<file path="src/rtl/pearray_axil_ctrl.sv">
// AXI4-Lite control/status slave for the PE-array engine: start/done handshake, sticky status, run stats.
// Optional feature macro: PEARRAY_PERF_CNT_EN (adds the CYCLES latency counter at offset 0x8).
module pearray_axil_ctrl #(
  parameter int C_S_AXI_ADDR_WIDTH = 4,
  parameter int C_S_AXI_DATA_WIDTH = 32
) (
  input  logic                            S_AXI_ACLK,
  input  logic                            S_AXI_ARESET,
  input  logic [C_S_AXI_ADDR_WIDTH-1:0]   S_AXI_AWADDR,
  input  logic                            S_AXI_AWVALID,
  output logic                            S_AXI_AWREADY,
  input  logic [C_S_AXI_DATA_WIDTH-1:0]   S_AXI_WDATA,
  input  logic [C_S_AXI_DATA_WIDTH/8-1:0] S_AXI_WSTRB,
  input  logic                            S_AXI_WVALID,
  output logic                            S_AXI_WREADY,
  output logic [1:0]                      S_AXI_BRESP,
  output logic                            S_AXI_BVALID,
  input  logic                            S_AXI_BREADY,
  input  logic [C_S_AXI_ADDR_WIDTH-1:0]   S_AXI_ARADDR,
  input  logic                            S_AXI_ARVALID,
  output logic                            S_AXI_ARREADY,
  output logic [C_S_AXI_DATA_WIDTH-1:0]   S_AXI_RDATA,
  output logic [1:0]                      S_AXI_RRESP,
  output logic                            S_AXI_RVALID,
  input  logic                            S_AXI_RREADY,
  output logic                            start,
  input  logic                            done
);

  typedef enum logic {S_IDLE = 1'b0, S_RUN = 1'b1} state_t;

  state_t      r_state, w_state_nxt;
  logic        r_awready, r_arready, r_bvalid, r_rvalid;
  logic [31:0] r_rdata;
  logic        r_start, r_done, r_drop;
  logic [31:0] r_runs;
  logic [31:0] w_cycles;

  logic        w_wr_hs, w_rd_hs, w_ctrl_wr, w_start_req, w_clr;
  logic        w_busy, w_accept, w_done_ev;
  logic [31:0] w_rd_mux;
  logic        w_unused;

  // Handshakes complete on the edge where the registered ready is high and the master is still valid.
  assign w_wr_hs     = r_awready & S_AXI_AWVALID & S_AXI_WVALID;
  assign w_rd_hs     = r_arready & S_AXI_ARVALID;
  assign w_ctrl_wr   = w_wr_hs & (S_AXI_AWADDR[3:2] == 2'd0) & S_AXI_WSTRB[0];
  assign w_start_req = w_ctrl_wr & S_AXI_WDATA[0];
  assign w_clr       = w_ctrl_wr & S_AXI_WDATA[1];

  assign w_busy    = (r_state == S_RUN);
  assign w_done_ev = done & w_busy;
  assign w_accept  = w_start_req & (~w_busy | done);

  assign w_unused = ^{S_AXI_AWADDR[1:0], S_AXI_ARADDR[1:0], S_AXI_WDATA[31:2], S_AXI_WSTRB[3:1]};

  always_ff @(posedge S_AXI_ACLK) begin
    if (S_AXI_ARESET) r_state <= S_IDLE;
    else              r_state <= w_state_nxt;
  end

  always_comb begin
    w_state_nxt = r_state;
    case (r_state)
      S_IDLE: if (w_accept) w_state_nxt = S_RUN;
      S_RUN:  if (w_accept) w_state_nxt = S_RUN;
              else if (done) w_state_nxt = S_IDLE;
      default: w_state_nxt = S_IDLE;
    endcase
  end

  always_ff @(posedge S_AXI_ACLK) begin
    if (S_AXI_ARESET) begin
      r_awready <= 1'b0;
      r_arready <= 1'b0;
      r_bvalid  <= 1'b0;
      r_rvalid  <= 1'b0;
      r_rdata   <= '0;
      r_start   <= 1'b0;
      r_done    <= 1'b0;
      r_drop    <= 1'b0;
      r_runs    <= '0;
    end else begin
      // Ready is a single-cycle pulse; the !ready term stops it repeating while valid is still held.
      r_awready <= S_AXI_AWVALID & S_AXI_WVALID & ~r_bvalid & ~r_awready;
      r_arready <= S_AXI_ARVALID & ~r_rvalid & ~r_arready;

      if (w_wr_hs)           r_bvalid <= 1'b1;
      else if (S_AXI_BREADY) r_bvalid <= 1'b0;

      if (w_rd_hs) begin
        r_rvalid <= 1'b1;
        r_rdata  <= w_rd_mux;
      end else if (S_AXI_RREADY) begin
        r_rvalid <= 1'b0;
      end

      r_start <= w_accept;

      // A fresh run clears DONE even if the old run finishes on the same edge.
      if (w_accept)       r_done <= 1'b0;
      else if (w_done_ev) r_done <= 1'b1;
      else if (w_clr)     r_done <= 1'b0;

      if (w_start_req & ~w_accept) r_drop <= 1'b1;
      else if (w_clr)              r_drop <= 1'b0;

      if (w_done_ev) r_runs <= r_runs + 32'd1;
    end
  end

`ifdef PEARRAY_PERF_CNT_EN
  logic [31:0] r_cycles;

  // The start-pulse cycle itself is not counted, so a done N cycles after start yields N.
  always_ff @(posedge S_AXI_ACLK) begin
    if (S_AXI_ARESET)                         r_cycles <= '0;
    else if (w_accept)                        r_cycles <= '0;
    else if (w_busy & ~r_start & ~&r_cycles)  r_cycles <= r_cycles + 32'd1;
  end

  assign w_cycles = r_cycles;
`else
  assign w_cycles = '0;
`endif

  always_comb begin
    w_rd_mux = '0;
    case (S_AXI_ARADDR[3:2])
      2'd1:    w_rd_mux = {29'd0, r_drop, r_done, w_busy};
      2'd2:    w_rd_mux = w_cycles;
      2'd3:    w_rd_mux = r_runs;
      default: w_rd_mux = '0;
    endcase
  end

  assign S_AXI_AWREADY = r_awready;
  assign S_AXI_WREADY  = r_awready;
  assign S_AXI_BVALID  = r_bvalid;
  assign S_AXI_BRESP   = 2'b00;
  assign S_AXI_ARREADY = r_arready;
  assign S_AXI_RVALID  = r_rvalid;
  assign S_AXI_RDATA   = r_rdata;
  assign S_AXI_RRESP   = 2'b00;
  assign start         = r_start;

endmodule

</file>
<file path="config.mk">
export PLATFORM = sky130hd
export DESIGN_NAME = pearray_axil_ctrl
export DESIGN_NICKNAME = d
export VERILOG_FILES = /design/src/rtl/pearray_axil_ctrl.sv
export SDC_FILE = /design/constraint.sdc
export NUM_CORES = 1
export LEC_CHECK = 0
export CAP_MARGIN = 20
export CORE_MARGIN = 1
export CORE_UTILIZATION = 42
export CTS_CLUSTER_SIZE = 25
export DETAILED_ROUTE_END_ITERATION = 12
export PLACE_DENSITY = 0.73
export SYNTH_ARGS = -nofsm -noshare
export SYNTH_HDL_FRONTEND = slang
export SYNTH_SLANG_ARGS = --single-unit
</file>
<file path="constraint.sdc">
create_clock -name S_AXI_ACLK -period 1.9 [get_ports S_AXI_ACLK]
set_input_delay 0.38 -clock S_AXI_ACLK [delete_from_list [all_inputs] [get_ports S_AXI_ACLK]]
set_output_delay 0.38 -clock S_AXI_ACLK [all_outputs]
set_load 0.05 [all_outputs]
</file>
[Word level (Yosys, flattened, before mapping)]
Cells that the tools add are included.
Widths: inputs -> output; s select.
Storage, ports and cells
  input bits: 52
  logic and storage cells: 53
  register bits: 72
  output and inout bits: 42
Operators by class
  add/sub/neg operators: 1
  reduce and logical (&&, ||, !) cells: 6
  eq/ne operators: 2
  multiplexer cells: 12
  bitwise operators: 22
Operators with widths (count)
  $pmux 32 s2: 1
  $add 32x1->32 const B: 1
  $and 1x1->1: 15
  $mux 1: 10
  $reduce_bool 2->1: 4
  $not 1->1: 6
  $eq 2x1->1 const B: 1
  $eq 2x2->1 const B: 1
  $logic_not 2->1: 1
  $pmux 1 s2: 1
  $reduce_or 2->1: 1
  $or 1x1->1: 1

[Depth between registers and ports, before layout]
Gate-level depths: netlist of run 1.
  word-level depth: 9
  mapped depth: 7
  mapped depth without buffers: 5

[Worst setup path before layout of run 1]
No wires, ideal clock.
  path type: register to register
  start point: register r_runs[4]
  end point: register r_runs[31]
  period minus slack after synthesis: 1.896 ns
  data required time: 1.830 ns
  arrival: 1.825 ns
  setup time: 0.070 ns
  buffers on the path: 1
  cell stages (with the launch flop): 6
  slack: 0.004 ns
  cell sequence: dfxtp_1 > nand4_2 > or4_4 > buf_6 > or4_1 > a21oi_1
On the way
  cells in the longest elaborated chain, start to end: 1
RTL lines
  from (decl): line 36  | logic [31:0] r_runs;
  from (signal assigned): line 108  | if (w_done_ev) r_runs <= r_runs + 32'd1;
  $add 32x1->32: line 108
Every way passes these cells.
A chain may end at the register's enable or synchronous reset.

[Worst setup path after layout of run 1]
  start point: register r_runs[9]
  end point: register r_runs[21]
The elaborated chain is that of the path after synthesis.

==> metrics.md, run 1 <==
| Metric | Value |
|---|---|
| CTS tree | `done` |
| CTS Buf Count | `9` |
| Seq/Total Area, Yosys | `48.8%` |
| Fin crit period | `1.87 ns` |
| Num rows | `30` |
| Crit path DAT | `2.14 ns` |
| Largest net degree at the start of global routing | `33` |
| Hold Fails Final Rpt | `0` |
| Crit. End Element | `register` |
| Max-capacitance violation count | `0` |
| Max FO, Critical Path | `7` |
| Sequential Power Share | `51.8%` |
| PortBufs | `52` |
| Status | `completed` |
| Pwr/cell area | `706 nW/um^2` |
| # IOs | `94` |
| Int Pwr | `2.28 mW` |
| Switching power | `630 uW` |
| Vias in the first global route | `2,497` |
| CTS Buffer Depth | `2` |
| Sinks on Clock Net | `72` |
| Number of library cell types mapped by synthesis | `38` |
| Worst Hold Class | `input port to register` |
| Cells after DPL | `500` |
| Layout cells sized above 1 | `30.4%` |
| Max IR drop VDD | `402 uV` |
| Layout area overhead | `39.3%` |
| Area of the mapped netlist | `2960 sq um` |
| Synthesized area per cell | `8.93 sq um` |
| Nets | `474` |
| Measured slew at the worst slew-check pin | `0.511 ns` |
| GR Util All Layers | `19.5%` |
| Leak Pwr | `1.60 nW` |
| Compound-Gate Fraction of Synth Area | `18.3%` |
| XOR/XNOR share of the synthesized area | `2.67%` |
| Detailed-route via count | `2,813` |
| Async set-reset flop share out of synthesis | `0%` |
| Kind of start point of the critical path | `register` |
| Final setup violation count | `0` |
| Top FF cell, synth | `dfxtp_1` |
| Clock share of power | `43.7%` |
| Clock root buffer | `clkbuf_8` |
| Post-synthesis mux area share | `1.52%` |
| Synth warn | `0` |
| Yosys reg bits | `72` |
| Crit Path Class | `register to register` |
| Final HPWL DP | `4.85 mm` |
| Die X | `85.9 um` |
| Core footprint | `6790 sq um` |
| Fin cells | `521` |
| Die Ht | `85.9 um` |
| Sw Ratio | `21.7%` |
| Highest-delay cell along the critical path | `or4_4` |
| Die area | `7380 sq um` |
| Insertion delay to the later sink of the worst-skew pair | `0.35 ns` |
| Number of synthesized flops with an enable pin | `0` |
| Fin. max-slew vios | `0` |
| Max Clk Rate | `536 MHz` |
| Setup Skew | `0.00845 ns` |
| DRT Pass-1 Iters | `4` |
| DR DRC count | `0` |
| DR WL/cell | `13.9 um` |
| Fin util | `60.6%` |
| DRT antenna net count | `0` |
| CTS clk-pin slew, worst paths | `0.07 ns` |
| Critical-path cell list | `nand4_1 -> or4_4 -> or4_1 -> a21oi_1` |
| Slew headroom | `65.8%` |
| First-pass GRT wire length | `11.3 mm` |
| Crit share post-route | `98.2%` |
| CP required | `2.17 ns` |
| Final wirelength | `7.25 mm` |
| CP max stage delay | `0.62 ns` |
| Initial antenna violation count | `0` |
| Synth Instances | `331` |
| Post-synthesis simple-gate area fraction | `23.3%` |
| Main combinational cell family by area after synthesis | `simple AND/OR/NAND/NOR gates` |
| Final GP Congestion | `0.841` |
| GRT overflow | `0` |
| Initial DRC Count | `171` |
| H-tree depth | `3` |
| Via/cell ratio | `5.40` |
| Combinational power share | `4.5%` |
| Synth Area in Adders | `0.423%` |
| Starting Density | `43.5%` |
| Setup TNS | `0 ns` |
| ANT cells | `0` |
routing by layer:
layer,routed length (um),track usage (%),vias up
met2,3590,32.3,53
met4,102,9.55,0
li1,-,-,1395
met3,232,3.85,13
met5,0,0,-
met1,3320,24.3,1352
critical path, delay by kind of cell (launching register included):
family	cells	cell delay (ns)
flip-flops	1	0.37
AO/OA/AOI/OAI	1	0.15
AND/OR/NAND/NOR	3	1.28
placed cells by master, fill, tap and decap left out, types with 9 or more instances in the layout:
master	n
clkdlybuf4s50_1	16
nor2_1	43
o31ai_1	14
a22oi_1	32
o21ai_0	9
nand2_1	17
dfxtp_2	9
a21oi_1	22
or4_1	9
dfxtp_1	58
or4_4	9
clkbuf_8	9
buf_4	70
nand3_1	11
power by group through the flow:
stage,clock network [mW],logic (mW),registers (mW)
global route,1.36,0.139,1.51
finish,1.27,0.130,1.51
CTS,1.30,0.129,1.51
floorplan,0,0.0652,1.56
detailed placement,0,0.131,1.55
global placement,0,0.130,1.55
layout make-up:
| type | count | area (sq um) |
|---|---|---|
| flip-flops and latches | 72 | 1470 |
| clock inverters | 4 | 70.1 |
| clock buffers | 11 | 131 |
| fillers | 608 | 2680 |
| multi-input cells | 232 | 1460 |
| inverters | 6 | 22.5 |
| repair buffers | 100 | 845 |
| well taps | 96 | 120 |
synthesized netlist by cell type, drive strengths merged, types with 5 or more instances:
| library cell | instances | share of area (%) |
|---|---|---|
| dfxtp | 72 | 49 |
| nor2 | 44 | 5.6 |
| a22oi | 32 | 8.1 |
| a21oi | 27 | 4.6 |
| clkbuf | 17 | 2.2 |
| nand2 | 17 | 2.2 |
| or4 | 17 | 4.4 |
| o31ai | 14 | 3.6 |
| nand3 | 12 | 2.2 |
| nand4 | 9 | 2.1 |
| o21ai | 9 | 1.5 |
| buf | 8 | 1.9 |
| or3 | 7 | 1.5 |
| inv | 6 | 0.76 |
| xor2 | 5 | 1.5 |
through the flow:
stage | setup slack, ns | area [sq um] | hold slack (ns) | power [mW]
2_1_floorplan | 0.00440 | 2970 | 0.451 | 1.63
3_3_place_gp | -0.445 | 3750 | 0.436 | 1.68
3_5_place_dp | -0.487 | 3750 | 0.449 | 1.68
4_1_cts | 0.000151 | 3960 | 0.406 | 2.94
5_1_grt | -0.0180 | 4120 | 0.421 | 3.01
6_report | 0.0344 | 4120 | 0.422 | 2.91
path summary, 6_finish.rpt:
check	start	end	slack, ns	cells past startpoint
setup reg to reg	r_runs[9]	r_runs[21]	0.03	4
hold / removal	S_AXI_ARESET	S_AXI_RDATA[14]	0.42	2
setup / recovery	r_runs[9]	r_runs[21]	0.03	4
hold reg to reg	S_AXI_BVALID	S_AXI_AWREADY	0.45	1
state kept, by name, indices dropped and copies added, names as in the netlist:
register / count
r_runs: 32
S_AXI_RDATA: 32
S_AXI_ARREADY: 1
r_drop: 1
S_AXI_BVALID: 1
S_AXI_RVALID: 1
r_done: 1
S_AXI_AWREADY: 1
r_state: 1
start: 1
cells by family after synthesis:
logic type,count (synthesis)
multiplexers,4
AO/OA/AOI/OAI,84
XOR/XNOR,9
AND/OR/NAND/NOR,129
buffers and inverters,31
other,1
flip-flops,72
adder cells (fa/ha/maj),1
timing repair:
item                                    in CTS  in global routing
gates cloned                                 0                  1
buffers inserted                             1                  4
endpoints found under the setup margin      17                 17
hold buffers                                 0                  0
gates resized for setup                      7                 42
pin swaps                                    2                 16
Power figures use the tool's default switching activity.
==> inputs of run 2 (changes only) <==
Settings changed: ABC_AREA set to 1, CORE_UTILIZATION 42 to 44, CTS_BUF_LIST set to sky130_fd_sc_hd__clkbuf_4, PLACE_DENSITY 0.73 to 0.75, RECOVER_POWER set to 100.
==> run 2 against run 1 <==
Against the previous run:
- wire length down 1.5%
- final area decreased by 8.6%
- combinational power fell by 3%
- first-iteration DRC count decreased by 44%
==> metrics.md, run 2 <==
| Metric | Value |
|---|---|
| Status | `completed` |
| Crit share post-route | `90.9% (-7.3 points)` |
| Worst Hold Depth | `1 (-1)` |
| Most common cell after layout, fill and taps aside | `nand2_1` |
| H-tree depth | `3 (unchanged)` |
| Number of synthesized flops with an enable pin | `0 (unchanged)` |
| Layout cells sized above 1 | `8.40% (-22 points)` |
| Die Ht | `88.0 um (+2.5%)` |
| Synth top cells by count | `nand2_1, nor2_1, dfxtp_1` |
| DR WL/cell | `12.0 um (-14%)` |
| Sinks on Clock Net | `72 (unchanged)` |
| Synthesized area per cell | `7.37 sq um (-18%)` |
| Vias in the first global route | `2,715 (+8.7%)` |
| Crit-path leading delay family | `buffers and inverters` |
| Most frequent cells in the layout | `nand2_1, nor2_1, dfxtp_1, inv_1, a22oi_1` |
| Fin. max-slew vios | `0 (unchanged)` |
| Measured slew at the worst slew-check pin | `0.712 ns (+0.200 ns)` |
| Core footprint | `6980 sq um (+2.8%)` |
| Area of the mapped netlist | `3260 sq um (+10%)` |
| Setup TNS | `0 ns (unchanged)` |
| Crit Path Class | `register to output port` |
| Highest-delay cell along the critical path | `dlygate4sd2_1` |
| Dpl ws | `0.0460 ns (+0.533 ns)` |
| RR Endpoint | `r_runs[18]` |
| Leak Pwr | `1.39 nW (-13%)` |
| Post-CTS Setup Bufs | `0 (-1)` |
| First-pass GRT wire length | `12.2 mm (+7.3%)` |
| Slew headroom | `52.6% (-13 points)` |
| DR DRC count | `0 (unchanged)` |
| Worst Hold Class | `register to register` |
| Nets | `550 (+16%)` |
| Final WS setup | `0.173 ns (+0.139 ns)` |
| GRT overflow | `0 (unchanged)` |
| ANT cells | `0 (unchanged)` |
| Max FO, Critical Path | `4 (-3)` |
| Num rows | `30 (unchanged)` |
| Hold endpoint | `S_AXI_AWREADY` |
| Crit path DAT | `1.35 ns (-0.79 ns)` |
| Starting Density | `46.6% (+3.1 points)` |
| Initial DRC Count | `95 (-44%)` |
| Top FF cell, synth | `dfxtp_1` |
| Yosys reg bits | `72 (unchanged)` |
| Top cell type by total area after synthesis | `dfxtp_1` |
| Setup Skew | `0.0153 ns (+0.00684 ns)` |
| Cells after DPL | `582 (+16%)` |
| CP required | `1.52 ns (-0.65 ns)` |
| Clock root buffer | `clkbuf_4` |
| Area contributors post-synth | `dfxtp_1, nand2_1, nor2_1` |
| GR Util All Layers | `20.4% (+0.94 points)` |
| Worst reg2reg setup slack | `0.29 ns (+0.26 ns)` |
| Synth Instances | `442 (+34%)` |
| Die area | `7750 sq um (+5.0%)` |
| Fin crit period | `1.73 ns (-0.139 ns)` |
| CTS clk-pin slew, worst paths | `0.11 ns (+0.04 ns)` |
| Insertion delay to the later sink of the worst-skew pair | `0.42 ns (+0.07 ns)` |
| CTS Buffer Depth | `2 (unchanged)` |
| Synth warn | `0 (unchanged)` |
| Cell with the most instances after synthesis | `nand2_1` |
| Layout area overhead | `15.7%` |
| Critical-path cell list | `dlygate4sd2_1` |
| HP Start | `S_AXI_BVALID` |
| Fin cells | `596 (+14%)` |
| Initial antenna violation count | `0 (unchanged)` |
| Via/cell ratio | `4.90 (-9.3%)` |
| Max Clk Rate | `579 MHz (+8.0%)` |
| Largest net degree at the start of global routing | `36 (+9.1%)` |
| Max IR drop VDD | `348 uV (-13%)` |
| Seq/Total Area, Yosys | `44.3% (-4.5 points)` |
| CTS Buf Count | `9 (unchanged)` |
| DRT antenna net count | `0 (unchanged)` |
| Unrepaired setup endpoints after global routing | `false` |
| Pwr/cell area | `636 nW/um^2 (-9.9%)` |
| # IOs | `94 (unchanged)` |
| CTS tree | `done` |
| Max-capacitance violation count | `0 (unchanged)` |
| PortBufs | `52 (unchanged)` |
| Final setup violation count | `0 (unchanged)` |
| Top-area cell type share of the netlist area | `44.3% (-4.5 points)` |
| Hold Fails Final Rpt | `0 (unchanged)` |
| Die X | `88.0 um (+2.5%)` |
| Crit. End Element | `output port` |
| Async set-reset flop share out of synthesis | `0% (unchanged)` |
| Kind of start point of the critical path | `register` |
| Final HPWL DP | `5.37 mm (+11%)` |
| Final wirelength | `7.14 mm (-1.5%)` |
| Crit path buffers/inverters | `1 (+1)` |
| Hold-fix buffers, CTS | `0 (unchanged)` |
| Final GP Congestion | `0.888 (+5.7%)` |
| CP max stage delay | `0.54 ns (-0.08 ns)` |
| R2r worst-path depth | `8 (+4)` |
| RR Startpoint | `r_runs[0]` |
| Number of library cell types mapped by synthesis | `33 (-13%)` |
| DRT Pass-1 Iters | `4 (unchanged)` |
| Detailed-route via count | `2,918 (+3.7%)` |
==> run 2: how the worst max path moves through the flow <==
stage,slack [ns],depth (start not counted),startpoint,end
after floorplan,0.35,5,S_AXI_ARREADY,S_AXI_RDATA[2]
after global placement,0.08,8,done,r_runs[25]
after detailed placement,0.05,7,done,r_runs[9]
after CTS,0.15,1,S_AXI_AWREADY,S_AXI_WREADY
after global routing,0.07,9,r_runs[0],r_runs[22]
final,0.17,1,S_AXI_AWREADY,S_AXI_WREADY
==> run 2: logic make-up after synthesis <==
kind of cell,count (synthesis),synth area share (%)
XOR/XNOR,3,0.807
other,1,0.115
AO/OA/AOI/OAI,63,12.2
AND/OR/NAND/NOR,248,34.9
flip-flops,72,44.3
adder cells (fa/ha/maj),1,0.384
buffers and inverters,54,7.38
==> run 2: per-layer routing <==
metal / up-vias / share of wire [%] / global-route usage, %
li1: 1542 / - / -
met1: 1316 / 49 / 26.3
met2: 51 / 45 / 32.6
met3: 9 / 3.9 / 5.09
met4: 0 / 1.7 / 8.80
met5: - / 0 / 0
==> run 2: final cells by class <==
type,instances,area [sq um]
clock buffer,11,82.6
clock inverter,3,11.3
fill,737,3220
inverter,35,134
multi-input combinational,319,1550
sequential,72,1440
tap,96,120
timing repair buffer,60,424
==> run 2: per-stage QoR <==
| stage | power [mW] | instance area (sq um) | utilization, % | hold WS [ns] |
|---|---|---|---|---|
| after floorplan | 1.63 | 3270 | - | 0.445 |
| after CTS | 2.43 | 3890 | 55.8 | 0.456 |
| final | 2.40 | 3770 | 53.9 | 0.442 |
| after global placement | 1.68 | 3820 | 54.8 | 0.427 |
| after global routing | 2.51 | 3770 | 53.9 | 0.466 |
| after detailed placement | 1.68 | 3820 | 54.8 | 0.443 |
==> run 2: repair_timing <==
| action | in CTS | in global routing |
|---|---|---|
| gates resized for setup | 18 | 0 |
| endpoints found under the setup margin | 18 | 0 |
| endpoints found under the hold margin | 0 | 0 |
==> run 2: report_power, final <==
part	leakage, nW	switching [mW]	internal (mW)	total, mW
sequential	0.580	0.00250	1.51	1.51
clock	0.0553	0.484	0.273	0.756
combinational	0.758	0.0846	0.0414	0.126
==> inputs of run 3 (changes only) <==
Settings changed: CAP_MARGIN 20 to 25, PLACE_DENSITY 0.75 to 0.87.
==> run 3 against run 2 <==
Against the previous run:
- clock skew grew 0.0041 ns
- setup slack lost 0.018 ns
- count of clock-buffer cells in the layout decreased by 1
- sequential cell count stayed put
- global-route usage up 0.29 points
- register-to-register slack worse by 0.09 ns
- via count increased by 5.6%
- cell count up 0.50%
- non-clock buffer count up 1
- combinational power barely moved
- largest cell class unchanged
==> metrics.md, run 3 (synthesized netlist as in run 2, its figures left out) <==
| Metric | Value |
|---|---|
| Overall Power | `2.99 mW (+25%)` |
| Max-capacitance violation count | `0 (unchanged)` |
| Final wirelength | `7.56 mm (+5.9%)` |
| Cells after DPL | `583 (+0.17%)` |
| Vias in the first global route | `2,859 (+5.3%)` |
| DR WL/cell | `12.6 um (+5.4%)` |
| ANT cells | `0 (unchanged)` |
| Core footprint | `6980 sq um (unchanged)` |
| Final WS setup | `0.155 ns (-0.0178 ns)` |
| H-tree depth | `3 (unchanged)` |
| Die Ht | `88.0 um (unchanged)` |
| Initial DRC Count | `176 (+85%)` |
| CTS tree | `done` |
| Crit path DAT | `1.36 ns (about the same)` |
| Crit path buffers/inverters | `1 (unchanged)` |
| Leak Pwr | `1.47 nW (+5.5%)` |
| Highest-delay cell along the critical path | `dlygate4sd2_1` |
| Hold Fails Final Rpt | `0 (unchanged)` |
| Slew headroom | `53.2% (+0.69 points)` |
| # IOs | `94 (unchanged)` |
| DRT antenna net count | `0 (unchanged)` |
| Initial antenna violation count | `0 (unchanged)` |
| Dpl ws | `0.0590 ns (+0.0130 ns)` |
| Die X | `88.0 um (unchanged)` |
| Critical-path cell list | `dlygate4sd2_1` |
| Insertion delay to the later sink of the worst-skew pair | `0.44 ns (+0.02 ns)` |
| Most frequent cells in the layout | `nor2_1, nand2_1, dfxtp_1, inv_1, a22oi_1` |
| Crit. End Element | `output port` |
| Layout area overhead | `19.4%` |
| Largest net degree at the start of global routing | `35 (-2.8%)` |
| Sinks on Clock Net | `72 (unchanged)` |
| Final HPWL DP | `5.55 mm (+3.5%)` |
| GR Util All Layers | `20.7% (+0.29 points)` |
| First-pass GRT wire length | `12.5 mm (+3.2%)` |
| Status | `completed` |
| Crit Path Class | `register to output port` |
| Unrepaired setup endpoints after global routing | `false` |
| Nets | `551 (+0.18%)` |
| CP max stage delay | `0.55 ns (about the same)` |
| Max Clk Rate | `573 MHz (-1.0%)` |
| CTS clk-pin slew, worst paths | `0.11 ns (about the same)` |
| Layout cells sized above 1 | `9.15% (+0.75 points)` |
| Setup TNS | `0 ns (unchanged)` |
| Post-CTS Setup Bufs | `0 (unchanged)` |
| PortBufs | `52 (unchanged)` |
| Kind of start point of the critical path | `register` |
| Crit-path leading delay family | `buffers and inverters` |
| Crit share post-route | `91.8% (+0.94 points)` |
| Max IR drop VDD | `370 uV (+6.4%)` |
| Fin crit period | `1.74 ns (+0.0178 ns)` |
| CTS Buffer Depth | `2 (unchanged)` |
| Setup Skew | `0.0194 ns (+0.00414 ns)` |
| Starting Density | `46.6% (unchanged)` |
| Fin. max-slew vios | `0 (unchanged)` |
| Via/cell ratio | `5.14 (+5.0%)` |
| Most common cell after layout, fill and taps aside | `nor2_1` |
| Pwr/cell area | `770 nW/um^2 (+21%)` |
| Fin cells | `599 (+0.50%)` |
| Num rows | `30 (unchanged)` |
| Die area | `7750 sq um (unchanged)` |
| CTS Buf Count | `9 (unchanged)` |
| Max FO, Critical Path | `4 (unchanged)` |
| DRT Pass-1 Iters | `4 (unchanged)` |
| Final GP Congestion | `0.884 (-0.55%)` |
| DR DRC count | `0 (unchanged)` |
| Worst Hold Class | `register to register` |
| CP required | `1.52 ns (about the same)` |
| Clock root buffer | `clkbuf_4` |
| Measured slew at the worst slew-check pin | `0.701 ns (-0.0103 ns)` |
| Final setup violation count | `0 (unchanged)` |
| GRT overflow | `0 (unchanged)` |
| Detailed-route via count | `3,080 (+5.6%)` |
==> run 3: area by class of cell <==
class	count	area [sq um]
clock inverter	6	131
clock buffer	10	75.1
sequential	72	1440
inverter	35	134
timing repair buffer	61	434
multi-input combinational	319	1550
tap	96	120
fill	678	3100
==> run 3: metal layers <==
layer  track usage, %  vias to the layer above  wire (um)
li1                 -                     1540          -
met1             25.2                     1417       3360
met2             34.0                       99       3540
met3             3.77                       24        382
met4             12.9                        0        274
met5                0                        -          0
==> run 3: repair_timing <==
| action | 4_1_cts | 5_1_grt |
|---|---|---|
| gates resized for setup | 19 | 0 |
| hold endpoints to repair | 0 | 0 |
| endpoints found under the setup margin | 19 | 0 |
| hold buffers | 0 | 0 |
==> run 3: final timing paths <==
check | startpoint | to | slack [ns] | cells past startpoint
setup / recovery | S_AXI_AWREADY | S_AXI_AWREADY | 0.16 | 1
hold / removal | S_AXI_RVALID | S_AXI_ARREADY | 0.45 | 1
setup reg to reg | r_runs[0] | r_runs[30] | 0.20 | 9
hold reg to reg | S_AXI_RVALID | S_AXI_ARREADY | 0.45 | 1
==> run 3: report_power, final <==
part | leakage [nW] | internal [mW] | total [mW] | switching (mW)
registers | 0.580 | 1.51 | 1.51 | 0.00246
logic | 0.786 | 0.0412 | 0.126 | 0.0852
clock network | 0.104 | 0.809 | 1.35 | 0.544
==> run 3: stage by stage <==
step | utilization, % | instance area (sq um) | hold slack (ns)
finish | 55.7 | 3890 | 0.455
global route | 55.7 | 3890 | 0.474
CTS | 57.3 | 4000 | 0.457
detailed placement | 54.7 | 3820 | 0.439
global placement | 54.7 | 3820 | 0.428
floorplan | - | 3270 | 0.445
